`config.mk`:
```
export PLATFORM = sky130hd
export DESIGN_NAME = fp_reduce_tree_stream
export DESIGN_NICKNAME = d
export VERILOG_FILES = /design/src/rtl/fp_reduce_tree_stream.sv
export SDC_FILE = /design/constraint.sdc
export NUM_CORES = 1
export LEC_CHECK = 0
export BUFFER_PORTS_ARGS = -buffer_cell sky130_fd_sc_hd__buf_2
export CORE_UTILIZATION = 60
export DETAILED_ROUTE_END_ITERATION = 8
export HOLD_SLACK_MARGIN = 0.03
export PLACE_DENSITY = 0.82
export SYNTH_ARGS = -nofsm -noshare
export SYNTH_HDL_FRONTEND = slang
export SYNTH_SLANG_ARGS = --single-unit
```
`constraint.sdc`:
```
create_clock -name clk -period 5.9 [get_ports clk]
set_clock_uncertainty 0.2 [all_clocks]
set_input_delay 0.885 -clock clk [delete_from_list [all_inputs] [get_ports clk]]
set_output_delay 0.885 -clock clk [all_outputs]
set_load 0.05 [all_outputs]
```
`src/rtl/fp_reduce_tree_stream.sv`:
```
// Streaming max/min reduction of IEEE-754 lanes. A registered pairwise compare tree
// feeds a per-packet accumulator, and the accumulator result lands in a stallable output register.
module fp_reduce_tree_stream #(
  parameter int OP_NUM     = 4,
  parameter int DATA_WIDTH = 32,
  parameter int EXPO_WIDTH = 8,
  parameter int MANT_WIDTH = 23,
  parameter int BEAT_W     = 8
) (
  input  logic                             clk,
  input  logic                             rst_n,
  input  logic [OP_NUM*DATA_WIDTH-1:0]     in_data,
  input  logic [OP_NUM-1:0]                in_mask,
  input  logic                             in_valid,
  input  logic                             in_last,
  input  logic                             in_mode_min,
  output logic                             in_ready,
  output logic [DATA_WIDTH-1:0]            out_data,
  output logic [BEAT_W+$clog2(OP_NUM)-1:0] out_index,
  output logic                             out_empty,
  output logic                             out_nan,
  output logic                             out_valid,
  input  logic                             out_ready
);

  localparam int LVLS  = $clog2(OP_NUM);
  localparam int IDX_W = BEAT_W + LVLS;

  localparam logic [DATA_WIDTH-1:0] QNAN =
    DATA_WIDTH'({1'b0, {EXPO_WIDTH{1'b1}}, 1'b1, {(MANT_WIDTH-1){1'b0}}});
  localparam logic [DATA_WIDTH-1:0] POS_INF =
    DATA_WIDTH'({1'b0, {EXPO_WIDTH{1'b1}}, {MANT_WIDTH{1'b0}}});
  localparam logic [DATA_WIDTH-1:0] NEG_INF =
    DATA_WIDTH'({1'b1, {EXPO_WIDTH{1'b1}}, {MANT_WIDTH{1'b0}}});

  typedef struct packed {
    logic                  vld;
    logic                  nan;
    logic [DATA_WIDTH-1:0] data;
    logic [IDX_W-1:0]      idx;
  } cand_t;

  function automatic logic is_nan(input logic [DATA_WIDTH-1:0] x);
    return (&x[MANT_WIDTH +: EXPO_WIDTH]) && (|x[MANT_WIDTH-1:0]);
  endfunction

  // Map sign-magnitude onto an unsigned order; both zeros share a single key.
  function automatic logic [DATA_WIDTH-1:0] ord_key(input logic [DATA_WIDTH-1:0] x);
    if (x[DATA_WIDTH-2:0] == '0) return {1'b1, {(DATA_WIDTH-1){1'b0}}};
    if (x[DATA_WIDTH-1])         return ~x;
    return {1'b1, x[DATA_WIDTH-2:0]};
  endfunction

  // 'a' always holds the lower index, so ties and NaN-vs-NaN go to 'a'.
  function automatic logic first_wins(input cand_t a, input cand_t b, input logic mode_min);
    logic [DATA_WIDTH-1:0] ka;
    logic [DATA_WIDTH-1:0] kb;
    ka = ord_key(a.data);
    kb = ord_key(b.data);
    if (!b.vld)   return 1'b1;
    if (!a.vld)   return 1'b0;
    if (a.nan)    return 1'b1;
    if (b.nan)    return 1'b0;
    if (ka == kb) return 1'b1;
    return mode_min ? (ka < kb) : (ka > kb);
  endfunction

  logic                  stall;
  logic                  accept;
  logic                  beat_mode;
  logic [BEAT_W-1:0]     beat_cnt_q, beat_cnt_d;
  logic                  first_q, first_d;
  logic                  pkt_mode_q, pkt_mode_d;
  logic [LVLS:1]         vld_q, vld_d, last_q, last_d, mode_q, mode_d;
  logic [LVLS:0]         lvl_vld, lvl_last, lvl_mode;
  cand_t                 lane_c [OP_NUM];
  cand_t                 tree_c [0:LVLS][OP_NUM];
  cand_t                 node_q [1:LVLS][OP_NUM];
  cand_t                 node_d [1:LVLS][OP_NUM];
  cand_t                 acc_q, acc_d;
  cand_t                 tree_top, merged;
  logic                  out_valid_q, out_valid_d;
  logic [DATA_WIDTH-1:0] out_data_q, out_data_d;
  logic [IDX_W-1:0]      out_index_q, out_index_d;
  logic                  out_empty_q, out_empty_d;
  logic                  out_nan_q, out_nan_d;

  always_comb begin
    // NOTE: every _d starts from its _q, so no path through this block can infer a latch.
    beat_cnt_d  = beat_cnt_q;
    first_d     = first_q;
    pkt_mode_d  = pkt_mode_q;
    vld_d       = vld_q;
    last_d      = last_q;
    mode_d      = mode_q;
    node_d      = node_q;
    acc_d       = acc_q;
    out_valid_d = out_valid_q;
    out_data_d  = out_data_q;
    out_index_d = out_index_q;
    out_empty_d = out_empty_q;
    out_nan_d   = out_nan_q;

    stall     = out_valid_q && !out_ready;
    accept    = in_valid && !stall;
    beat_mode = first_q ? in_mode_min : pkt_mode_q;

    for (int i = 0; i < OP_NUM; i++) begin
      lane_c[i].vld  = in_mask[i];
      lane_c[i].data = in_data[i*DATA_WIDTH +: DATA_WIDTH];
      lane_c[i].nan  = in_mask[i] && is_nan(in_data[i*DATA_WIDTH +: DATA_WIDTH]);
      lane_c[i].idx  = {beat_cnt_q, LVLS'(i)};
    end

    tree_c[0] = lane_c;
    for (int k = 1; k <= LVLS; k++) tree_c[k] = node_q[k];
    lvl_vld  = {vld_q, accept};
    lvl_last = {last_q, in_last};
    lvl_mode = {mode_q, beat_mode};

    tree_top = node_q[LVLS][0];
    merged   = first_wins(acc_q, tree_top, mode_q[LVLS]) ? acc_q : tree_top;

    if (!stall) begin
      if (accept) begin
        beat_cnt_d = in_last ? '0 : beat_cnt_q + BEAT_W'(1);
        first_d    = in_last;
        if (first_q) pkt_mode_d = in_mode_min;
      end

      vld_d  = lvl_vld[LVLS-1:0];
      last_d = lvl_last[LVLS-1:0];
      mode_d = lvl_mode[LVLS-1:0];
      for (int s = 1; s <= LVLS; s++) begin
        for (int i = 0; i < (OP_NUM >> s); i++) begin
          node_d[s][i] = first_wins(tree_c[s-1][2*i], tree_c[s-1][2*i+1], lvl_mode[s-1])
                       ? tree_c[s-1][2*i] : tree_c[s-1][2*i+1];
        end
      end

      // Clearing on the last beat lets the next packet's first beat merge into an empty accumulator.
      if (vld_q[LVLS]) acc_d = last_q[LVLS] ? '0 : merged;

      out_valid_d = 1'b0;
      if (vld_q[LVLS] && last_q[LVLS]) begin
        out_valid_d = 1'b1;
        out_empty_d = !merged.vld;
        out_nan_d   = merged.nan;
        out_index_d = merged.vld ? merged.idx : '1;
        if (!merged.vld)     out_data_d = mode_q[LVLS] ? POS_INF : NEG_INF;
        else if (merged.nan) out_data_d = QNAN;
        else                 out_data_d = merged.data;
      end
    end
  end

  always_ff @(posedge clk) begin
    if (!rst_n) begin
      // NOTE: tree data is cleared along with the valid flags; these arrays are plain flops, not RAM.
      beat_cnt_q  <= '0;
      first_q     <= 1'b1;
      pkt_mode_q  <= 1'b0;
      vld_q       <= '0;
      last_q      <= '0;
      mode_q      <= '0;
      for (int s = 1; s <= LVLS; s++) begin
        for (int i = 0; i < OP_NUM; i++) node_q[s][i] <= '0;
      end
      acc_q       <= '0;
      out_valid_q <= 1'b0;
      out_data_q  <= '0;
      out_index_q <= '0;
      out_empty_q <= 1'b0;
      out_nan_q   <= 1'b0;
    end else begin
      // NOTE: non-blocking assignments let every flop sample the pre-edge value of its peers.
      beat_cnt_q  <= beat_cnt_d;
      first_q     <= first_d;
      pkt_mode_q  <= pkt_mode_d;
      vld_q       <= vld_d;
      last_q      <= last_d;
      mode_q      <= mode_d;
      node_q      <= node_d;
      acc_q       <= acc_d;
      out_valid_q <= out_valid_d;
      out_data_q  <= out_data_d;
      out_index_q <= out_index_d;
      out_empty_q <= out_empty_d;
      out_nan_q   <= out_nan_d;
    end
  end

  assign in_ready  = !stall;
  assign out_valid = out_valid_q;
  assign out_data  = out_data_q;
  assign out_index = out_index_q;
  assign out_empty = out_empty_q;
  assign out_nan   = out_nan_q;

endmodule

```
==> flow_metrics.py <==
metrics = {
    "layout": {
        "num-nets-final": 2357,
        "layout-drive-gt1-share": 0.129,
        "final_common_cell": "sky130_fd_sc_hd__dfxtp_1",
        "most-common-layout-cells": "228 x sky130_fd_sc_hd__dfxtp_1, 226 x sky130_fd_sc_hd__nand2_1, 182 x sky130_fd_sc_hd__buf_2, 171 x sky130_fd_sc_hd__a21oi_1, 152 x sky130_fd_sc_hd__o21ai_0",
        "area_growth_syn_to_layout_pct": 10.5,
        "insertedDiodeCount": 0,
        "post-route-util": 0.681,
    },
    "pwr": {
        "max-vdd-ir-drop_mv": 0.221,
        "power.static_leakage_nw": 7.91,
        "share_seq_of_total_power": 0.382,
        "power_switching_share": 0.332,
        "internal_power_w": 0.00305,
        "net-switching-power_w": 0.00152,
        "power_w": 0.00457,
        "power.clock.fraction": 0.332,
        "pwr-share-comb": 0.286,
        "power-per-cell-area_mw_per_mm2": 255,
    },
    "drt": {
        "post_drt_via_cell_ratio": 6.29,
        "route.vias.total": 15400,
        "route.final.wire_length_um": 45800,
        "detail_route.wl_per_cell_um": 18.7,
        "drt_first_iter_violations": 1418,
        "drt_pre_antenna_iters": 8,
        "antenna_violating_nets_left": 0,
        "drt_drc_violations_left": 4,
    },
    "yosys": {
        "syn-cell-area_sq_mm": 0.0162,
        "yosys_warnings": 0,
        "synth-edff-count": 0,
        "synthesis.area_per_instance_sq_um": 8.11,
        "yosys-mux-area-fraction": 0.0680,
        "dominant_combinational_cell_family_by_area_after_synthesis": "compound AO/OA/AOI/OAI gates",
        "synthDistinctLibCells": 71,
        "synthXorXnorAreaFrac": 0.138,
        "most_used_flip_flop_cell_after_synthesis": "sky130_fd_sc_hd__dfxtp_1",
        "total_of_flip_flops_plus_latches_after_synthesis": 228,
        "synth-seq-area-share": 0.282,
        "synth_compound_gate_area_share": 0.194,
        "synth-adder-area-share": 0.0996,
        "syn-num-nets": 2265,
        "async_reset_ff_frac": 0,
        "simple_logic_cell_fraction_of_the_synthesized_area": 0.172,
        "syn-instance-count": 1998,
    },
    "timing": {
        "final.setup.worst_slack_ps": 674,
        "worst_hold_slack_ps": 242,
        "post-route-period-util": 0.886,
        "max_slew_margin": 0.203,
        "tightestPinTransition_ps": 1200,
        "rsz_0062_raised_after_global_routing": "false",
        "timing.final.max_slew_violations": 0,
        "setup_viol": 0,
        "totalNegativeSetupSlack_ps": 0,
        "period_minus_slack_ps": 5230,
        "report.final.hold_viol_count": 0,
        "max_freq_mhz": 191,
    },
    "setup_path": {
        "cp.depth": 15,
        "worstPathCellList": "or4_1, nor4_1, nand4b_1, buf_4, and2_1, ha_1, nand4_1, nor4_1, a31oi_1, and3_1, a22o_1, a211oi_4, buf_4, a22o_4, a22o_1",
        "crit_path_start_kind": "flop",
        "critical_path_required_ps": 6170,
        "worst-r2r-cell-count": 15,
        "worst_setup_path_end_kind": "flop",
        "timing.critical_path.slowest_cell_delay_ps": 560,
        "crit_slowest_cell": "sky130_fd_sc_hd__or4_1",
        "critical_path_arrival_ps": 5490,
        "cp_max_fo": 41,
        "critical_path.n_buffers_inverters": 2,
        "critPathKind": "reg2reg",
        "critical-path-top-delay-family": "simple AND/OR/NAND/NOR gates",
    },
    "place": {
        "gp_congestion": 0.956,
        "detailedPlace.worstSlack_ps": 503,
        "dp.final_hpwl_um": 33100,
        "io_buffer_count": 183,
    },
    "clock_tree": {
        "cts-hold-fix-buffers": 0,
        "clock-sinks": 228,
        "cts.path.max_buffers": 3,
        "tritoncts": "yes",
        "cts_buffers": 25,
        "post_cts_resize_count": 0,
        "cts.htree.levels": 1,
        "clock_latency_ps": 530,
        "clkSlewWorstSetupHoldPaths_ps": 60,
        "root_buffer": "sky130_fd_sc_hd__clkbuf_16",
        "cts_post_setup_buffers_inserted": 0,
    },
    "flow_run": {
        "max-cap-violations": 0,
    },
    "global_routing": {
        "grt_start_max_net_pins": 138,
        "grt_pass1_vias": 14500,
        "antenna_found_initial": 0,
        "globalRouteOverflowTotal": 0,
        "grt_first_pass_wirelength_um": 74000,
        "grt_util_all_layers": 0.322,
    },
    "status": {
        "failed_checks": "DRC",
        "status": "complete, but fails checks",
    },
    "floorplan": {
        "area_of_the_die_sq_mm": 0.0277,
        "initial_core_util": 0.616,
        "chipHeight_um": 166,
        "io_pins": 184,
        "row_count": 59,
        "fp.dieW_um": 166,
        "core-area_sq_mm": 0.0263,
    },
    "hold_path": {
        "whs_path_depth": 2,
        "hp-class": "reg2reg",
    },
}
tightest hold or removal path, cell delays in order, from the launching register on:
cell,delay [ps]
sky130_fd_sc_hd__dfxtp_1,300
sky130_fd_sc_hd__nand2_1,50
sky130_fd_sc_hd__o21ai_1,50
metal layers:
| metal | up-vias | track usage | part of all wire |
|---|---|---|---|
| met1 | 7298 | 0.413 | 0.41 |
| met5 | - | 0 | 0 |
| li1 | 7302 | - | - |
| met2 | 631 | 0.549 | 0.48 |
| met4 | 0 | 0.131 | 0.038 |
| met3 | 136 | 0.0388 | 0.072 |
through the flow:
step	instances	instance area, sq um
floorplan	1998	16200
global placement	2398	17100
detailed placement	2398	17100
CTS	2443	17900
global route	2443	17900
finish	2443	17900
cells in the mapped netlist (all sizes together), types with 3 or more instances:
master,instances,area share
and4,4,0.0022
nand4b,4,0.0022
buf,41,0.018
inv,11,0.0025
xnor2,123,0.066
dfxtp,228,0.28
o211ai,8,0.0037
ha,129,0.10
or4,6,0.0028
and2,9,0.0036
nor4,63,0.026
a21oi,171,0.053
a211o,3,0.0016
a21boi,23,0.011
nand2b,8,0.0031
a21o,15,0.0070
o21ai,196,0.061
a22o,44,0.024
a31oi,34,0.013
nor3b,6,0.0028
nor2,149,0.035
nand2,226,0.052
nand4,45,0.018
xor2,132,0.071
mux2i,109,0.067
clkbuf,109,0.025
a211oi,6,0.0031
nand3,17,0.0053
o211a,3,0.0019
and3,9,0.0035
nor2b,13,0.0050
o21a,4,0.0019
nor3,20,0.0062
cell families after synthesis:
family,after synthesis
AOI/OAI and AO/OA,526
DFF,228
adders and majority gates,129
muxes,110
xor gates and xnor gates,255
buffers and inverters,161
and+or+nand+nor,589
state kept, by name, indices dropped and copies added (netlist names):
| signal | flops |
|---|---|
| last_q | 2 |
| out_empty | 1 |
| out_index | 10 |
| beat_cnt_q | 8 |
| node_q | 123 |
| out_nan | 1 |
| first_q | 1 |
| acc_q | 44 |
| vld_q | 2 |
| pkt_mode_q | 1 |
| out_data | 32 |
| mode_q | 2 |
| out_valid | 1 |
power groups by stage:
stage	Sequential, W	Clock (W)	Combinational (W)
CTS	0.00174	0.00154	0.00129
floorplan	0.00173	0	0.000973
detailed placement	0.00177	0	0.00127
global placement	0.00177	0	0.00123
global route	0.00175	0.00160	0.00145
finish	0.00175	0.00152	0.00131
final timing paths:
| kind | start | slack (ps) | to |
|---|---|---|---|
| max | node_q[159] | 670 | acc_q[27] |
| min | out_data[9] | 240 | out_data[9] |
| max reg2reg | node_q[159] | 670 | acc_q[27] |
| min reg2reg | out_data[9] | 240 | out_data[9] |
cell type report:
| type | count | area, sq um |
|---|---|---|
| clock buffers | 34 | 699 |
| clock inverters | 11 | 101 |
| fillers | 2189 | 8380 |
| inverters | 11 | 43.8 |
| multi-input cells | 1609 | 10900 |
| flip-flops and latches | 228 | 4560 |
| well taps | 335 | 419 |
| repair buffers | 215 | 1170 |
(Power assumes the default switching activity.)
